==> config.mk <==
export PLATFORM = sky130hd
export DESIGN_NAME = ty_lane_packer_flat
export DESIGN_NICKNAME = d
export VERILOG_FILES = /design/src/rtl/ty_stream_pkg.sv /design/src/rtl/ty_lane_packer_if.sv /design/src/rtl/ty_axis_oreg.sv /design/src/rtl/ty_lane_packer.sv /design/src/flat_wrapper.sv
export SDC_FILE = /design/constraint.sdc
export NUM_CORES = 1
export LEC_CHECK = 0
export CAP_MARGIN = 20
export CORE_MARGIN = 2
export CORE_UTILIZATION = 50
export DETAILED_ROUTE_END_ITERATION = 12
export PLACE_DENSITY = 0.78
export SLEW_MARGIN = 30
export SYNTH_ARGS = -nofsm -noshare
export SYNTH_HDL_FRONTEND = slang
export SYNTH_HIERARCHICAL = 1
export SYNTH_SLANG_ARGS = --single-unit
export TNS_END_PERCENT = 1
==> constraint.sdc <==
create_clock -name aclk -period 4.05 [get_ports aclk]
set_input_delay 0.6075 -clock aclk [delete_from_list [all_inputs] [get_ports aclk]]
set_output_delay 0.6075 -clock aclk [all_outputs]
set_load 0.005 [all_outputs]
==> src/rtl/ty_stream_pkg.sv <==
// Shared stream geometry for the Coriolis kernel datapath: element width,
// stream/vector counts and the derived lane index type.
package ty_stream_pkg;

  localparam int unsigned TY_DATA_W   = 32;
  localparam int unsigned TY_NSTREAMS = 4;
  localparam int unsigned TY_GVECT    = 2;
  localparam int unsigned TY_LANES    = TY_NSTREAMS * TY_GVECT;

  // Index width for a count of n, never narrower than one bit.
  function automatic int unsigned ty_idx_w(input int unsigned n);
    return (n > 1) ? $clog2(n) : 1;
  endfunction

  localparam int unsigned TY_LANE_IDX_W = ty_idx_w(TY_LANES);

  typedef logic [TY_LANE_IDX_W-1:0] ty_lane_idx_t;
  typedef logic [TY_DATA_W-1:0]     ty_elem_t;

endpackage

==> src/rtl/ty_lane_packer_if.sv <==
// Word-serial input stream plus packed-vector output stream of the lane packer.
interface ty_lane_packer_if #(
  parameter int unsigned DATA_W = 32,
  parameter int unsigned OUT_W  = 256
);
  logic              s_tvalid;
  logic [DATA_W-1:0] s_tdata;
  logic              s_tlast;
  logic              s_tready;
  logic              m_tvalid;
  logic [OUT_W-1:0]  m_tdata;
  logic              m_tlast;
  logic              m_tready;

  // Host side: sources scalars and sinks packed beats.
  modport master (
    output s_tvalid, s_tdata, s_tlast, m_tready,
    input  s_tready, m_tvalid, m_tdata, m_tlast
  );

  // Packer side.
  modport slave (
    input  s_tvalid, s_tdata, s_tlast, m_tready,
    output s_tready, m_tvalid, m_tdata, m_tlast
  );
endinterface

==> src/rtl/ty_axis_oreg.sv <==
// Single-entry AXI-stream output register: holds data while stalled, allows a
// same-cycle drain and reload, and counts accepted beats.
module ty_axis_oreg #(
  parameter int unsigned W = 256
) (
  input  logic         clk,
  input  logic         rst_n,
  input  logic         load,
  input  logic [W-1:0] load_data,
  input  logic         load_last,
  input  logic         ready,
  output logic         valid,
  output logic [W-1:0] data,
  output logic         last,
  output logic [31:0]  beat_cnt
);

  logic         valid_q, valid_d;
  logic [W-1:0] data_q, data_d;
  logic         last_q, last_d;
  logic [31:0]  beat_cnt_q, beat_cnt_d;
  logic         drain;

  always_comb begin
    valid_d    = valid_q;
    data_d     = data_q;
    last_d     = last_q;
    beat_cnt_d = beat_cnt_q;
    drain      = valid_q && ready;
    if (drain) begin
      valid_d    = 1'b0;
      beat_cnt_d = beat_cnt_q + 32'd1;
    end
    // The packer only loads when the register is empty or draining this cycle.
    if (load) begin
      valid_d = 1'b1;
      data_d  = load_data;
      last_d  = load_last;
    end
  end

  always_ff @(posedge clk or negedge rst_n) begin
    if (!rst_n) begin
      valid_q    <= 1'b0;
      data_q     <= '0;
      last_q     <= 1'b0;
      beat_cnt_q <= '0;
    end else begin
      valid_q    <= valid_d;
      data_q     <= data_d;
      last_q     <= last_d;
      beat_cnt_q <= beat_cnt_d;
    end
  end

  assign valid    = valid_q;
  assign data     = data_q;
  assign last     = last_q;
  assign beat_cnt = beat_cnt_q;

endmodule

==> src/rtl/ty_lane_packer.sv <==
// Packs a word-serial scalar stream into LANES-wide vector beats for the
// kernel wrapper; short frames are zero-padded and flagged on err_short.
module ty_lane_packer
  import ty_stream_pkg::*;
#(
  parameter int unsigned DATA_W   = TY_DATA_W,
  parameter int unsigned NSTREAMS = TY_NSTREAMS,
  parameter int unsigned GVECT    = TY_GVECT,
  parameter int unsigned OUT_W    = DATA_W * NSTREAMS * GVECT
) (
  input  logic                aclk,
  input  logic                aresetn,
  ty_lane_packer_if.slave     bus,
  output logic                err_short,
  output logic [31:0]         beat_cnt
);

  localparam int unsigned LANES  = NSTREAMS * GVECT;
  localparam int unsigned LANE_W = ty_idx_w(LANES);

  logic [LANE_W-1:0]             lane_cnt_q, lane_cnt_d;
  logic [LANES-1:0][DATA_W-1:0]  acc_q, acc_d;
  logic                          err_short_q, err_short_d;
  logic [LANES-1:0][DATA_W-1:0]  load_data_c;
  logic                          lane_last_c;
  logic                          closing_c;
  logic                          in_fire_c;
  logic                          load_c;

  // Only a closing word needs the output register, so only it can be stalled.
  always_comb begin
    lane_last_c  = (lane_cnt_q == LANE_W'(LANES - 1));
    closing_c    = lane_last_c || bus.s_tlast;
    bus.s_tready = aresetn && !(bus.m_tvalid && !bus.m_tready && closing_c);
    in_fire_c    = bus.s_tvalid && bus.s_tready;
    load_c       = in_fire_c && closing_c;
  end

  // Lanes below lane_cnt come from acc, the current word fills lane_cnt, rest zero.
  always_comb begin
    load_data_c = '0;
    for (int unsigned k = 0; k < LANES; k++) begin
      if (LANE_W'(k) < lane_cnt_q) begin
        load_data_c[k] = acc_q[k];
      end else if (LANE_W'(k) == lane_cnt_q) begin
        load_data_c[k] = bus.s_tdata;
      end
    end
  end

  always_comb begin
    lane_cnt_d  = lane_cnt_q;
    acc_d       = acc_q;
    err_short_d = load_c && !lane_last_c;
    if (load_c) begin
      lane_cnt_d = '0;
    end else if (in_fire_c) begin
      acc_d[lane_cnt_q] = bus.s_tdata;
      lane_cnt_d        = lane_cnt_q + LANE_W'(1);
    end
  end

  always_ff @(posedge aclk or negedge aresetn) begin
    if (!aresetn) begin
      lane_cnt_q  <= '0;
      acc_q       <= '0;
      err_short_q <= 1'b0;
    end else begin
      lane_cnt_q  <= lane_cnt_d;
      acc_q       <= acc_d;
      err_short_q <= err_short_d;
    end
  end

  assign err_short = err_short_q;

  ty_axis_oreg #(
    .W (OUT_W)
  ) u_oreg (
    .clk       (aclk),
    .rst_n     (aresetn),
    .load      (load_c),
    .load_data (OUT_W'(load_data_c)),
    .load_last (bus.s_tlast),
    .ready     (bus.m_tready),
    .valid     (bus.m_tvalid),
    .data      (bus.m_tdata),
    .last      (bus.m_tlast),
    .beat_cnt  (beat_cnt)
  );

endmodule

==> src/flat_wrapper.sv <==
// flat-port wrapper written by rule: the top's interface ports become plain ports
module ty_lane_packer_flat import ty_stream_pkg::*;
#(
  parameter int unsigned DATA_W   = TY_DATA_W,
  parameter int unsigned NSTREAMS = TY_NSTREAMS,
  parameter int unsigned GVECT    = TY_GVECT,
  parameter int unsigned OUT_W    = DATA_W * NSTREAMS * GVECT
)
  (aclk, aresetn, err_short, beat_cnt, bus_s_tvalid, bus_s_tdata, bus_s_tlast, bus_m_tready, bus_s_tready, bus_m_tvalid, bus_m_tdata, bus_m_tlast);
  ty_lane_packer_if #(.DATA_W(DATA_W), .OUT_W(OUT_W)) bus_i ();
  input  logic aclk;
  input  logic aresetn;
  output logic err_short;
  output logic [31:0] beat_cnt;
  input wire logic [$bits(bus_i.s_tvalid)-1:0] bus_s_tvalid;
  input wire logic [$bits(bus_i.s_tdata)-1:0] bus_s_tdata;
  input wire logic [$bits(bus_i.s_tlast)-1:0] bus_s_tlast;
  input wire logic [$bits(bus_i.m_tready)-1:0] bus_m_tready;
  output wire logic [$bits(bus_i.s_tready)-1:0] bus_s_tready;
  output wire logic [$bits(bus_i.m_tvalid)-1:0] bus_m_tvalid;
  output wire logic [$bits(bus_i.m_tdata)-1:0] bus_m_tdata;
  output wire logic [$bits(bus_i.m_tlast)-1:0] bus_m_tlast;
  assign bus_i.s_tvalid = bus_s_tvalid;
  assign bus_i.s_tdata = bus_s_tdata;
  assign bus_i.s_tlast = bus_s_tlast;
  assign bus_i.m_tready = bus_m_tready;
  assign bus_s_tready = bus_i.s_tready;
  assign bus_m_tvalid = bus_i.m_tvalid;
  assign bus_m_tdata = bus_i.m_tdata;
  assign bus_m_tlast = bus_i.m_tlast;
  ty_lane_packer #(.DATA_W(DATA_W), .NSTREAMS(NSTREAMS), .GVECT(GVECT), .OUT_W(OUT_W)) u_core (.aclk(aclk), .aresetn(aresetn), .bus(bus_i), .err_short(err_short), .beat_cnt(beat_cnt));
endmodule
# Word-level counts from Yosys, hierarchy flattened

Cells that the tools add are included.

Flip-flop bits (word level): 550
Latch bits: 0
Bits in writable memories: 0
Memory bits (read-only): 0
Input bits: 37
Output and inout port bits: 292
Word-level logic and storage cells: 74
Memories kept: 0

Add/subtract/negate cells: 2
$mul: 0
Divide/modulo/power cells: 0
Magnitude comparators: 10
Equality and inequality tests: 8
Shift operators: 0
Muxes and demuxes: 23
Bitwise logic cells: 1
Reduce and logical (&&, ||, !) cells: 16

Operators by type and width:

| kind                  | count |
|---|---|
| $mux 32               | 17 |
| $bwmux 256            | 1 |
| $demux 32 s3          | 1 |
| $add 32x1->32 const B | 1 |
| $eq 3x3->1 const A    | 4 |
| $lt 3x3->1 const A    | 4 |
| $logic_and 1x1->1     | 8 |
| $eq 2x3->1 const A    | 2 |
| $lt 1x3->1 const A    | 2 |
| $lt 2x3->1 const A    | 2 |
| $mux 3                | 2 |
| $lt 3x4->1 const B    | 1 |
| $reduce_bool 2->1     | 2 |
| $add 3x1->3 const B   | 1 |
| $eq 1x3->1 const A    | 1 |
| $eq 3x3->1 const B    | 1 |
| $ge 3x1->1 const B    | 1 |
| $logic_not 1->1       | 3 |
| $logic_not 3->1       | 1 |
| $mux 1                | 2 |
| $reduce_and 2->1      | 1 |
| $logic_or 1x1->1      | 1 |
| $not 1->1             | 1 |

# Logic depth before layout (Yosys ltp)

Depth after elaboration: 9
Depth in mapped cells: 9
Depth with buffers taken out: 6

# Cells and area by module

The synthesis kept the hierarchy.

Modules (own cells, without submodules):

| module         | times used | cells an instance | area an instance (um^2) | seq. area each (um^2) |
|---|---|---|---|---|
| ty_lane_packer | 1          | 990               | 11,830.1                | 5,705.5 |
| ty_axis_oreg   | 1          | 664               | 10,926.7                | 7,257.0 |

# Worst setup path before layout

No wires, ideal clock.

Path type: register -> register
Start point: reg u_core.lane_cnt_q[1]
End point: reg u_core.u_oreg.data_q[100] (netlist: u_core/u_oreg/data[100])
Setup time: 0.125 ns
Arrival time: 2.309 ns
Required time: 3.925 ns
Path slack: 1.616 ns
Stages on the path, launching flop included: 10
Buffers on the path: 3
Period minus slack after synthesis: 2.434 ns
Cell sequence: dfrtp_1 -> ha_1 -> ha_1 -> nor2_1 -> o311ai_0 -> nor2_1 -> clkbuf_1 -> clkbuf_1 -> buf_2 -> mux2_2

Cells in the longest elaborated chain, start to end: 7
Elaborated cells on any way between the ends: 11
Classes of those cells: 1 x order compare; 2 x eq/ne; 2 x mux; 6 x reduce/logical

RTL lines:

| item                   | line                 | RTL |
|---|---|---|
| from (decl)            | ty_lane_packer.sv:21 | `logic [LANE_W-1:0] lane_cnt_q, lane_cnt_d;` |
| from (signal assigned) | ty_lane_packer.sv:69 | `lane_cnt_q <= lane_cnt_d;` |
| $eq 3x3->1 (*)         | ty_lane_packer.sv:32 | `lane_last_c = (lane_cnt_q == LANE_W'(LANES - 1));` |
| $logic_or 1x1->1 (*)   | ty_lane_packer.sv:33 | `closing_c = lane_last_c \|\| bus.s_tlast;` |
| $logic_and 1x1->1      | ty_lane_packer.sv:34 | `bus.s_tready = aresetn && !(bus.m_tvalid && !bus.m_tready && closing_c);` |
| $logic_not 1->1        | ty_lane_packer.sv:34 |  |
| $logic_and 1x1->1      | ty_lane_packer.sv:34 |  |
| $logic_and 1x1->1      | ty_lane_packer.sv:35 | `in_fire_c = bus.s_tvalid && bus.s_tready;` |
| $logic_and 1x1->1 (*)  | ty_lane_packer.sv:36 | `load_c = in_fire_c && closing_c;` |
| via u_core.load_c      | ty_lane_packer.sv:28 | `logic load_c;` |
| to (signal assigned)   | ty_axis_oreg.sv:50   | `data_q <= data_d;` |
| to (decl)              | ty_axis_oreg.sv:19   | `logic [W-1:0] data_q, data_d;` |

Mark *: on every way through the listed nets, which the timed path passes. The rest lies on a longest branch.
A chain may end at the register's enable or synchronous reset.

# Worst setup path in the final report

Start point: reg u_core.lane_cnt_q[0]
End point: out bus_s_tready

Cells in the longest elaborated chain, start to end: 5

RTL lines:

| item              | line                 | RTL |
|---|---|---|
| $eq 3x3->1        | ty_lane_packer.sv:32 |  |
| $logic_or 1x1->1  | ty_lane_packer.sv:33 |  |
| $logic_and 1x1->1 | ty_lane_packer.sv:34 |  |
| $logic_not 1->1   | ty_lane_packer.sv:34 |  |
| $logic_and 1x1->1 | ty_lane_packer.sv:34 |  |
| to (decl)         | flat_wrapper.sv:19   | `output wire logic [$bits(bus_i.s_tready)-1:0] bus_s_tready;` |

No other way between the ends.

==> results.yml <==
finish:
  final_common_cell: "dfrtp_1"
  nFillCells: 3421
  fin_area_sq_um: 28300
  num_antenna_cells: 0
  final_util_pct: 62.6
  drive_above_1_share_pct: 33.0
  final_nets: 1964
  synthToLayoutAreaGrowth_pct: 24.4
  final_cell_mix: "dfrtp_1, mux2_2, clkdlybuf4s50_1"
timing:
  clock_skew_ps: 11.2
  slew_headroom_pct: 31.0
  tightest_slew_ps: 1040
  period_share_pct: 88.2
  drv_slew: 0
  rsz0062_at_grt: "false"
  finalWorstSetupSlack_ps: 479
  finalHoldViolCount: 0
  setup_viol: 0
  fin_crit_ps: 3570
  fmaxAchievable_mhz: 280
  tns_ps: 0
logic_synthesis:
  ys_seq_elements: 518
  seq_area_frac_synth_pct: 57.0
  syn_avg_cell_area_sq_um: 13.8
  synth_nets: 1696
  ys_types: 43
  synth-simple-area-share_pct: 5.26
  yosysTopAreaCellShare_pct: 57.0
  syn_area_sq_um: 22800
  synth_area_leaders: "dfrtp_1, mux2_2, a22o_1"
  yosys-mux-area-fraction_pct: 26.5
  synth_top_family_by_area: "multiplexers"
  synth_fa_ha_area_share_pct: 0.275
  yosys.area.top_type: "dfrtp_1"
  yosysWarnings: 6
  synth-compound-area-share_pct: 6.59
  synthXorXnorAreaFrac_pct: 1.19
  syn-instance-count: 1654
route:
  drt_first_pass_iters: 5
  via_per_inst: 5.66
  wire_per_inst_um: 23.0
  drt_wl_total_mm: 59.1
  vias: 14500
  drtIter0Drc: 980
  post-route-drc-count: 0
  antenna_left: 0
global_route:
  grt-busiest-layer: "met2"
  grt_pass1_vias: 15100
  grt_use_met3_pct: 5.72
  grt_pass1_wl_mm: 90.8
  grt_max_degree: 183
  antenna_found_initial: 1
  grt_overflow_total: 0
  track_usage_pct: 25.1
  grt_use_met2_pct: 40.4
  grt_util_met1_pct: 34.1
min_path:
  whs_path_depth: 1
  worstHoldEndpoint: "u_core/u_oreg/beat_cnt[31]"
  hp-start: "u_core/u_oreg/beat_cnt[31]"
  hp-class: "reg -> reg"
pwr:
  p_comb_share_pct: 20.9
  p_leak_nw: 12.8
  switching_share_pct: 25.7
  power-per-cell-area_nw_per_um2: 531
  pwr-share-clk_pct: 33.2
  seqPwrFrac_pct: 45.9
  peakVddDrop_mv: 0.386
  intPower_mw: 11.2
  switching_power_mw: 3.87
critical_path:
  r2r_start: "u_core/lane_cnt_q[0]"
  reg2reg_slack_ps: 790
  path_max_fanout: 20
  cp.required_ps: 3440
  cp-start-kind: "flip-flop"
  reg2reg_depth: 8
  arrival_ps: 2960
  path_class: "reg -> out"
  worstReg2RegEnd: "u_core/u_oreg/data[30]"
  crit_path_end_kind: "primary output"
die:
  core_sq_um: 45200
  fp.dieH_um: 217
  die_w_um: 217
  row_count: 78
  dieArea_sq_um: 47200
  ioPinCount: 329
  start_util_pct: 50.4
cts:
  cts-root-buf: "clkbuf_16"
  cts_tree: "done"
  clkSinkCount: 518
  cts.path.max_buffers: 3
  ctsHtreeMaxLevel: 2
  cts_inserted_buffers: 54
  cts_setup_buffers: 0
  insertion_delay_ps: 590
  clk_pin_slew_ps: 60
placed_design:
  gp_congestion: 0.777
  pre_cts_ws_ps: 826
  placed_area_sq_um: 26400
  hpwl_mm: 36.0
  portBuffers: 328
run_status:
  status: "finished, final reports clean"
job:
  max-cap-violations: 0
cells in the mapped netlist, drive strengths merged:
cell type,instances
nor3b,2
and4bb,1
nor2,7
or2,1
ha,5
a21o,2
mux2,515
nand2b,1
clkbuf,80
and4,9
and3b,2
xnor2,25
nor4,1
and3,6
nor2b,2
nand4,5
inv,5
a22o,130
o21ai,64
buf,67
and4b,1
nand2,142
o21a,1
o311ai,1
xor2,6
nand3,15
nor3,3
o31a,1
nand4bb,1
dfrtp,518
and2,35
cell families (layout without fill, tap and decap cells):
| kind of cell | Yosys count | count (layout) |
|---|---|---|
| DFF | 518 | 518 |
| muxes | 515 | 515 |
| and+or+nand+nor | 234 | 234 |
| AOI/OAI and AO/OA | 199 | 199 |
| buffers and inverters | 152 | 463 |
| xor gates and xnor gates | 31 | 31 |
| adders and majority gates | 5 | 5 |
layout make-up:
type / instances / area [sq um] / area share (%)
multi-input combinational: 984 / 9100 / 32.2
inverter: 5 / 18.8 / 0.0663
timing repair buffer: 359 / 3670 / 13.0
clock inverter: 12 / 138 / 0.486
tap: 600 / 751 / 2.65
sequential: 518 / 13000 / 45.8
clock buffer: 87 / 1660 / 5.86
power groups by stage:
stage	combinational (mW)	clock, mW	sequential, mW
2_1_floorplan	1.66	0	6.83
3_3_place_gp	3.04	0	6.90
3_5_place_dp	3.13	0	6.97
4_1_cts	3.16	5.10	6.89
5_1_grt	3.37	5.34	7.03
6_report	3.15	4.99	6.90
flip-flops by register name, indices dropped and copies added, names as in the netlist:
register / flops
u_core/lane_cnt_q: 3
u_core/u_oreg/beat_cnt: 32
u_core/u_oreg/valid: 1
u_core/acc_q: 224
u_core/u_oreg/data: 256
u_core/err_short: 1
u_core/u_oreg/last: 1
worst max-delay path, cell delays in order (launching register included):
cell             delay [ps]
dfrtp_1                 640
ha_1                    240
ha_2                    490
nor2_1                  200
o31a_1                  340
clkdlybuf4s50_1         460
per-stage QoR:
step,cells,total power [mW],hold slack (ps)
after floorplan,1654,8.50,312
after CTS,2563,15.1,477
after global routing,2565,15.7,506
final,2565,15.0,469
after global placement,2462,9.94,460
after detailed placement,2463,10.1,465
repair_timing:
action                     CTS  global route
resized for setup            0             0
hold endpoints to repair    48             0
hold buffers                 1             0
setup endpoints to repair    0             0
metal layers:
layer  vias to the layer above  share of wire [%]
met5                         -                  0
met4                         0                2.4
met3                        84                5.9
met2                       399                 48
met1                      7641                 44
li1                       6389                  -
worst max path at each step:
stage,start,endpoint,slack [ps],cells past startpoint
2_1_floorplan,u_core/lane_cnt_q[1],u_core/u_oreg/data[100],1620,9
3_3_place_gp,bus_s_tlast,u_core/u_oreg/data[252],980,7
3_5_place_dp,u_core/lane_cnt_q[0],u_core/u_oreg/data[218],830,8
4_1_cts,u_core/lane_cnt_q[0],bus_s_tready,430,5
5_1_grt,u_core/lane_cnt_q[1],bus_s_tready,360,5
6_report,u_core/lane_cnt_q[0],bus_s_tready,480,5
Power figures use the tool's default switching activity.
